`src/rtl/ro_edge_meter.sv`:
```
// Ring-oscillator edge meter: counts synchronised rising edges of ro_in over a gate window.
// Define RO_EDGE_METER_CONT_EN for continuous back-to-back windows after the first start.
module ro_edge_meter #(
    parameter int GATE_CYCLES = 1000,
    parameter int CNT_W       = 8,
    parameter int SYNC_STAGES = 2
) (
    input  logic             clk,
    input  logic             reset,
    input  logic             ro_in,
    input  logic             start,
    output logic             busy,
    output logic             done,
    output logic [CNT_W-1:0] result,
    output logic             overflow
);

    localparam int TW = $clog2(GATE_CYCLES + 1);
    localparam logic [TW-1:0] T_LOAD = TW'(GATE_CYCLES - 1);
    localparam logic [CNT_W-1:0] C_MAX = '1;

    typedef enum logic {IDLE, GATE} state_t;

    state_t state, state_nx;
    logic [SYNC_STAGES-1:0] sync;
    logic sync_d;
    logic rise;
    logic [TW-1:0] timer, timer_nx;
    logic [CNT_W-1:0] cnt, cnt_nx, result_nx;
    logic sat, sat_nx, ovf_nx, done_nx;

    assign rise = sync[SYNC_STAGES-1] & ~sync_d;
    assign busy = (state == GATE);

    always_ff @(posedge clk or negedge reset) begin
        if (!reset) begin
            sync   <= '0;
            sync_d <= 1'b0;
        end else begin
            sync   <= {sync[SYNC_STAGES-2:0], ro_in};
            sync_d <= sync[SYNC_STAGES-1];
        end
    end

    always_comb begin
        state_nx  = state;
        timer_nx  = timer;
        cnt_nx    = cnt;
        sat_nx    = sat;
        result_nx = result;
        ovf_nx    = overflow;
        done_nx   = 1'b0;
        unique case (state)
            IDLE: begin
                // an edge seen in the start cycle is deliberately dropped
                if (start) begin
                    state_nx = GATE;
                    cnt_nx   = '0;
                    sat_nx   = 1'b0;
                    timer_nx = T_LOAD;
                end
            end
            GATE: begin
                if (rise) begin
                    if (cnt == C_MAX)
                        sat_nx = 1'b1;
                    else
                        cnt_nx = cnt + 1'b1;
                end
                if (timer == '0) begin
                    result_nx = cnt_nx;
                    ovf_nx    = sat_nx;
                    done_nx   = 1'b1;
`ifdef RO_EDGE_METER_CONT_EN
                    cnt_nx    = '0;
                    sat_nx    = 1'b0;
                    timer_nx  = T_LOAD;
`else
                    state_nx  = IDLE;
`endif
                end else begin
                    timer_nx = timer - 1'b1;
                end
            end
        endcase
    end

    always_ff @(posedge clk or negedge reset) begin
        if (!reset) begin
            state    <= IDLE;
            timer    <= '0;
            cnt      <= '0;
            sat      <= 1'b0;
            result   <= '0;
            overflow <= 1'b0;
            done     <= 1'b0;
        end else begin
            state    <= state_nx;
            timer    <= timer_nx;
            cnt      <= cnt_nx;
            sat      <= sat_nx;
            result   <= result_nx;
            overflow <= ovf_nx;
            done     <= done_nx;
        end
    end

endmodule

```
`config.mk`:
```
export PLATFORM = sky130hd
export DESIGN_NAME = ro_edge_meter
export DESIGN_NICKNAME = d
export VERILOG_FILES = /design/src/rtl/ro_edge_meter.sv
export SDC_FILE = /design/constraint.sdc
export NUM_CORES = 1
export LEC_CHECK = 0
export CAP_MARGIN = 5
export CORE_MARGIN = 5
export CORE_UTILIZATION = 46
export CTS_CLUSTER_DIAMETER = 30
export DETAILED_ROUTE_END_ITERATION = 10
export PLACE_DENSITY = 0.63
export SYNTH_ARGS = -nofsm -noshare
export SYNTH_HDL_FRONTEND = slang
export SYNTH_SLANG_ARGS = --single-unit
```
`constraint.sdc`:
```
create_clock -name clk -period 2.5 [get_ports clk]
set_input_delay 0.25 -clock clk [delete_from_list [all_inputs] [get_ports clk]]
set_output_delay 0.25 -clock clk [all_outputs]
set_load 0.01 [all_outputs]
```
==> qor.log <==
qor: die.num_io_pins 15
qor: grt.antenna_found_initial 0
qor: cts.cts_hold_repair.buffers 0
qor: cts.tritoncts yes
qor: timing.setup_tns 0 ps
qor: place.dp_cells 211
qor: cts.post_cts.repair.setup_buffers 0
qor: critical_path.critPathMaxFanout 13
qor: yosys.synth_area_leader_cell sky130_fd_sc_hd__dfrtp_1
qor: detailed_routing.via_density 5.76
qor: critical_path.worstSetupEndpointType primary output
qor: yosys.synth_enable_flop_cells 0
qor: yosys.syn_area_per_cell 10.7 um2
qor: yosys.synthDistinctLibCells 47
qor: critical_path.start_kind flip-flop
qor: timing.period_minus_slack 1850 ps
qor: power.fin_total_pwr 1540 uW
qor: cts.cts-resized-gates 0
qor: cells_and_area.drive_gt1_frac 0.145
qor: yosys.synthArstFlopShare 1.00
qor: timing.layout_worst_path_cycle_share 0.740
qor: cells_and_area.syn_to_final_growth 15.2%
qor: cts.clock-sinks 33
qor: die.design.die.area 4850 um2
qor: yosys.mapped_cells 153
qor: critical_path.path_class flip-flop to primary output
qor: cts.cts.htree.levels 2
qor: detailed_routing.post_drt_wl_per_cell 15.3 um
qor: yosys.seq_area_frac_synth 0.505
qor: timing.hold_viol 0
qor: worst_hold_path.worst_hold_path_type input pin to async pin
qor: detailed_routing.drc 0
qor: yosys.syn_nets 159
qor: grt.grt_start_max_net_pins 34
qor: timing.maxSlewViolCount 0
qor: timing.timing_worst_slew_pin_value 645 ps
qor: power.pwr_density_cell 815 nW/um2
qor: place.detailed_place_hpwl 2410 um
qor: detailed_routing.routed_antenna_nets 0
qor: critical_path.critical_path_arrival 1600 ps
qor: timing.timing.fmax 541 MHz
qor: cells_and_area.nNetsFinal 178
qor: detailed_routing.vias 1,261
qor: critical_path.worstPathBufferInverterCount 1
qor: power.cellLeakagePower 0.000854 uW
qor: critical_path.ff2ff_path_depth 6
qor: outcome.outcome complete, no violations
qor: die.count_of_standard_cell_rows 21
qor: cells_and_area.finalCoreUtilization 0.556
qor: power.vdd_drop_max 369 uV
qor: grt.grt_pass1_wl 5690 um
qor: critical_path.worst-r2r-setup-slack 650 ps
qor: grt.first_global_vias 1,192
qor: grt.track_usage 0.146
qor: critical_path.r2r-start timer[0]
qor: die.start_util 0.482
qor: timing.finClkSkew 6.45 ps
qor: cts.cts.root.buffer_cell sky130_fd_sc_hd__clkbuf_4
qor: die.die_h 69.6 um
qor: yosys.synth-warning-count 0
qor: critical_path.regToRegEndpoint result[7]
qor: yosys.ys_seq_elements 33
qor: cells_and_area.fill_cells 297
qor: detailed_routing.detail_route.iter0.violations 90
qor: timing.grt_setup_unrepaired false
qor: yosys.post_synth_instance_area 1640 um2
qor: timing.slew-limit-headroom 0.569
qor: critical_path.critical_path.slowest_cell sky130_fd_sc_hd__dfrtp_1
qor: critical_path.critical_path.top_delay_family flip-flops
qor: die.floorplan.core_area 3390 um2
qor: cells_and_area.stdcell_count 219
qor: critical_path.crit_path_max_incr_delay 640 ps
qor: yosys.post-synth-top-area-fraction 0.505
qor: yosys.yosys_most_used_dff sky130_fd_sc_hd__dfrtp_1
qor: yosys.top_post_synthesis_cells_by_area sky130_fd_sc_hd__dfrtp_1, sky130_fd_sc_hd__nand2_1, sky130_fd_sc_hd__a21oi_1, sky130_fd_sc_hd__mux2_2, sky130_fd_sc_hd__nor2_1
qor: critical_path.required_worst_endpoint 2250 ps
qor: cts.cts_made_buffers 5
qor: cells_and_area.antenna_cells 0
qor: grt.grt_overflow 0
qor: cts.clk-insertion-delay-late 330 ps
qor: detailed_routing.finalWirelength 3350 um
qor: critical_path.crit_chain clkdlybuf4s50_1
qor: flow_run.maxCapViolCount 0
qor: detailed_routing.drt_first_pass_iters 4
qor: cts.clk_pin_slew 100 ps
qor: place.gp_routability_congestion 0.882
qor: timing.finalSetupViolations 0
qor: die.floorplan.die.width 69.6 um
qor: cts.cts_buffer_depth 2
qor: place.buffer_ports.inserted 14
kinds of logic (layout without fill, tap and decap cells):
| group | count (synthesis) | count (layout) | share of synthesized area |
|---|---|---|---|
| xor+xnor | 1 | 1 | 0.00536 |
| simple gates | 59 | 59 | 0.220 |
| fa+ha+maj | 2 | 2 | 0.0153 |
| mux | 7 | 7 | 0.0467 |
| flops | 33 | 33 | 0.505 |
| compound gates | 39 | 39 | 0.168 |
| buf+inv | 12 | 32 | 0.0390 |
placed cells by master (no fill, tap or decap), types with 2 or more instances in the layout:
cell                              synthesis  final
sky130_fd_sc_hd__nand4b_1                 2      2
sky130_fd_sc_hd__a211oi_1                 4      4
sky130_fd_sc_hd__a31oi_1                  4      4
sky130_fd_sc_hd__and3b_1                  2      2
sky130_fd_sc_hd__o21ai_0                  3      3
sky130_fd_sc_hd__ha_1                     2      2
sky130_fd_sc_hd__nor2_1                  12     12
sky130_fd_sc_hd__inv_1                    7      7
sky130_fd_sc_hd__clkbuf_8                 1      2
sky130_fd_sc_hd__mux2i_1                  2      2
sky130_fd_sc_hd__buf_4                    0      2
sky130_fd_sc_hd__nand2_1                 16     16
sky130_fd_sc_hd__a22o_1                   2      2
sky130_fd_sc_hd__nor2b_1                  2      2
sky130_fd_sc_hd__nand3_1                  3      3
sky130_fd_sc_hd__a21o_1                   2      2
sky130_fd_sc_hd__o21ai_1                  4      4
sky130_fd_sc_hd__clkbuf_4                 0      5
sky130_fd_sc_hd__nor3_1                   2      2
sky130_fd_sc_hd__clkdlybuf4s50_1          0     14
sky130_fd_sc_hd__dfrtp_1                 33     33
sky130_fd_sc_hd__nand4_1                  4      4
sky130_fd_sc_hd__a21oi_1                  9      9
sky130_fd_sc_hd__mux2_2                   4      4
sky130_fd_sc_hd__and3_1                   6      6
sky130_fd_sc_hd__o31ai_2                  3      3
registers in the layout, indices dropped and copies added, names as in the netlist:
signal	cells
sync_d	1
overflow	1
sync	2
busy	1
result	8
timer	10
sat	1
cnt	8
done	1
cell usage after synthesis, types with 3 or more instances:
master,n
sky130_fd_sc_hd__nor2_1,12
sky130_fd_sc_hd__o21ai_0,3
sky130_fd_sc_hd__a21oi_1,9
sky130_fd_sc_hd__o31ai_2,3
sky130_fd_sc_hd__and3_1,6
sky130_fd_sc_hd__a211oi_1,4
sky130_fd_sc_hd__o21ai_1,4
sky130_fd_sc_hd__nand4_1,4
sky130_fd_sc_hd__a31oi_1,4
sky130_fd_sc_hd__inv_1,7
sky130_fd_sc_hd__nand3_1,3
sky130_fd_sc_hd__mux2_2,4
sky130_fd_sc_hd__dfrtp_1,33
sky130_fd_sc_hd__nand2_1,16
through the flow:
step / cell area (um2) / setup WS [ps] / hold WS (ps)
6_report: 1880 / 650 / 295
5_1_grt: 1880 / 537 / 336
4_1_cts: 1880 / 635 / 310
3_5_place_dp: 1810 / 659 / 350
3_3_place_gp: 1810 / 688 / 333
2_1_floorplan: 1640 / 923 / -45.6
per-layer routing:
metal	global-route usage	routed length (um)	up-vias
li1	-	-	606
met1	0.182	1530	626
met2	0.237	1640	24
met3	0.0449	139	5
met4	0.0511	41	0
met5	0	0	-
how the worst max path moves through the flow:
stage             start  cells past startpoint  slack (ps)        end
3_5_place_dp   timer[0]                      6         660  result[0]
6_report           busy                      1         650       busy
5_1_grt        timer[0]                      6         540   timer[3]
4_1_cts        timer[0]                      6         640  result[7]
2_1_floorplan    cnt[0]                      5         920  result[1]
3_3_place_gp   timer[0]                      6         690  result[7]
final cells by class:
type	instances	area, um2	area share
Sequential cell	33	826	0.438
Clock inverter	1	5.00	0.00266
Inverter	8	30.0	0.0159
Clock buffer	7	65.1	0.0345
Tap cell	46	57.6	0.0305
Timing Repair Buffer	16	155	0.0823
Multi-Input combinational cell	108	746	0.396
where the power goes:
part	total, uW	switching (uW)	internal [uW]
Clock	344	181	163
Combinational	359	186	173
Sequential	832	180	652
Total	1540	547	988
No activity file was read; power rests on OpenSTA's default activity.
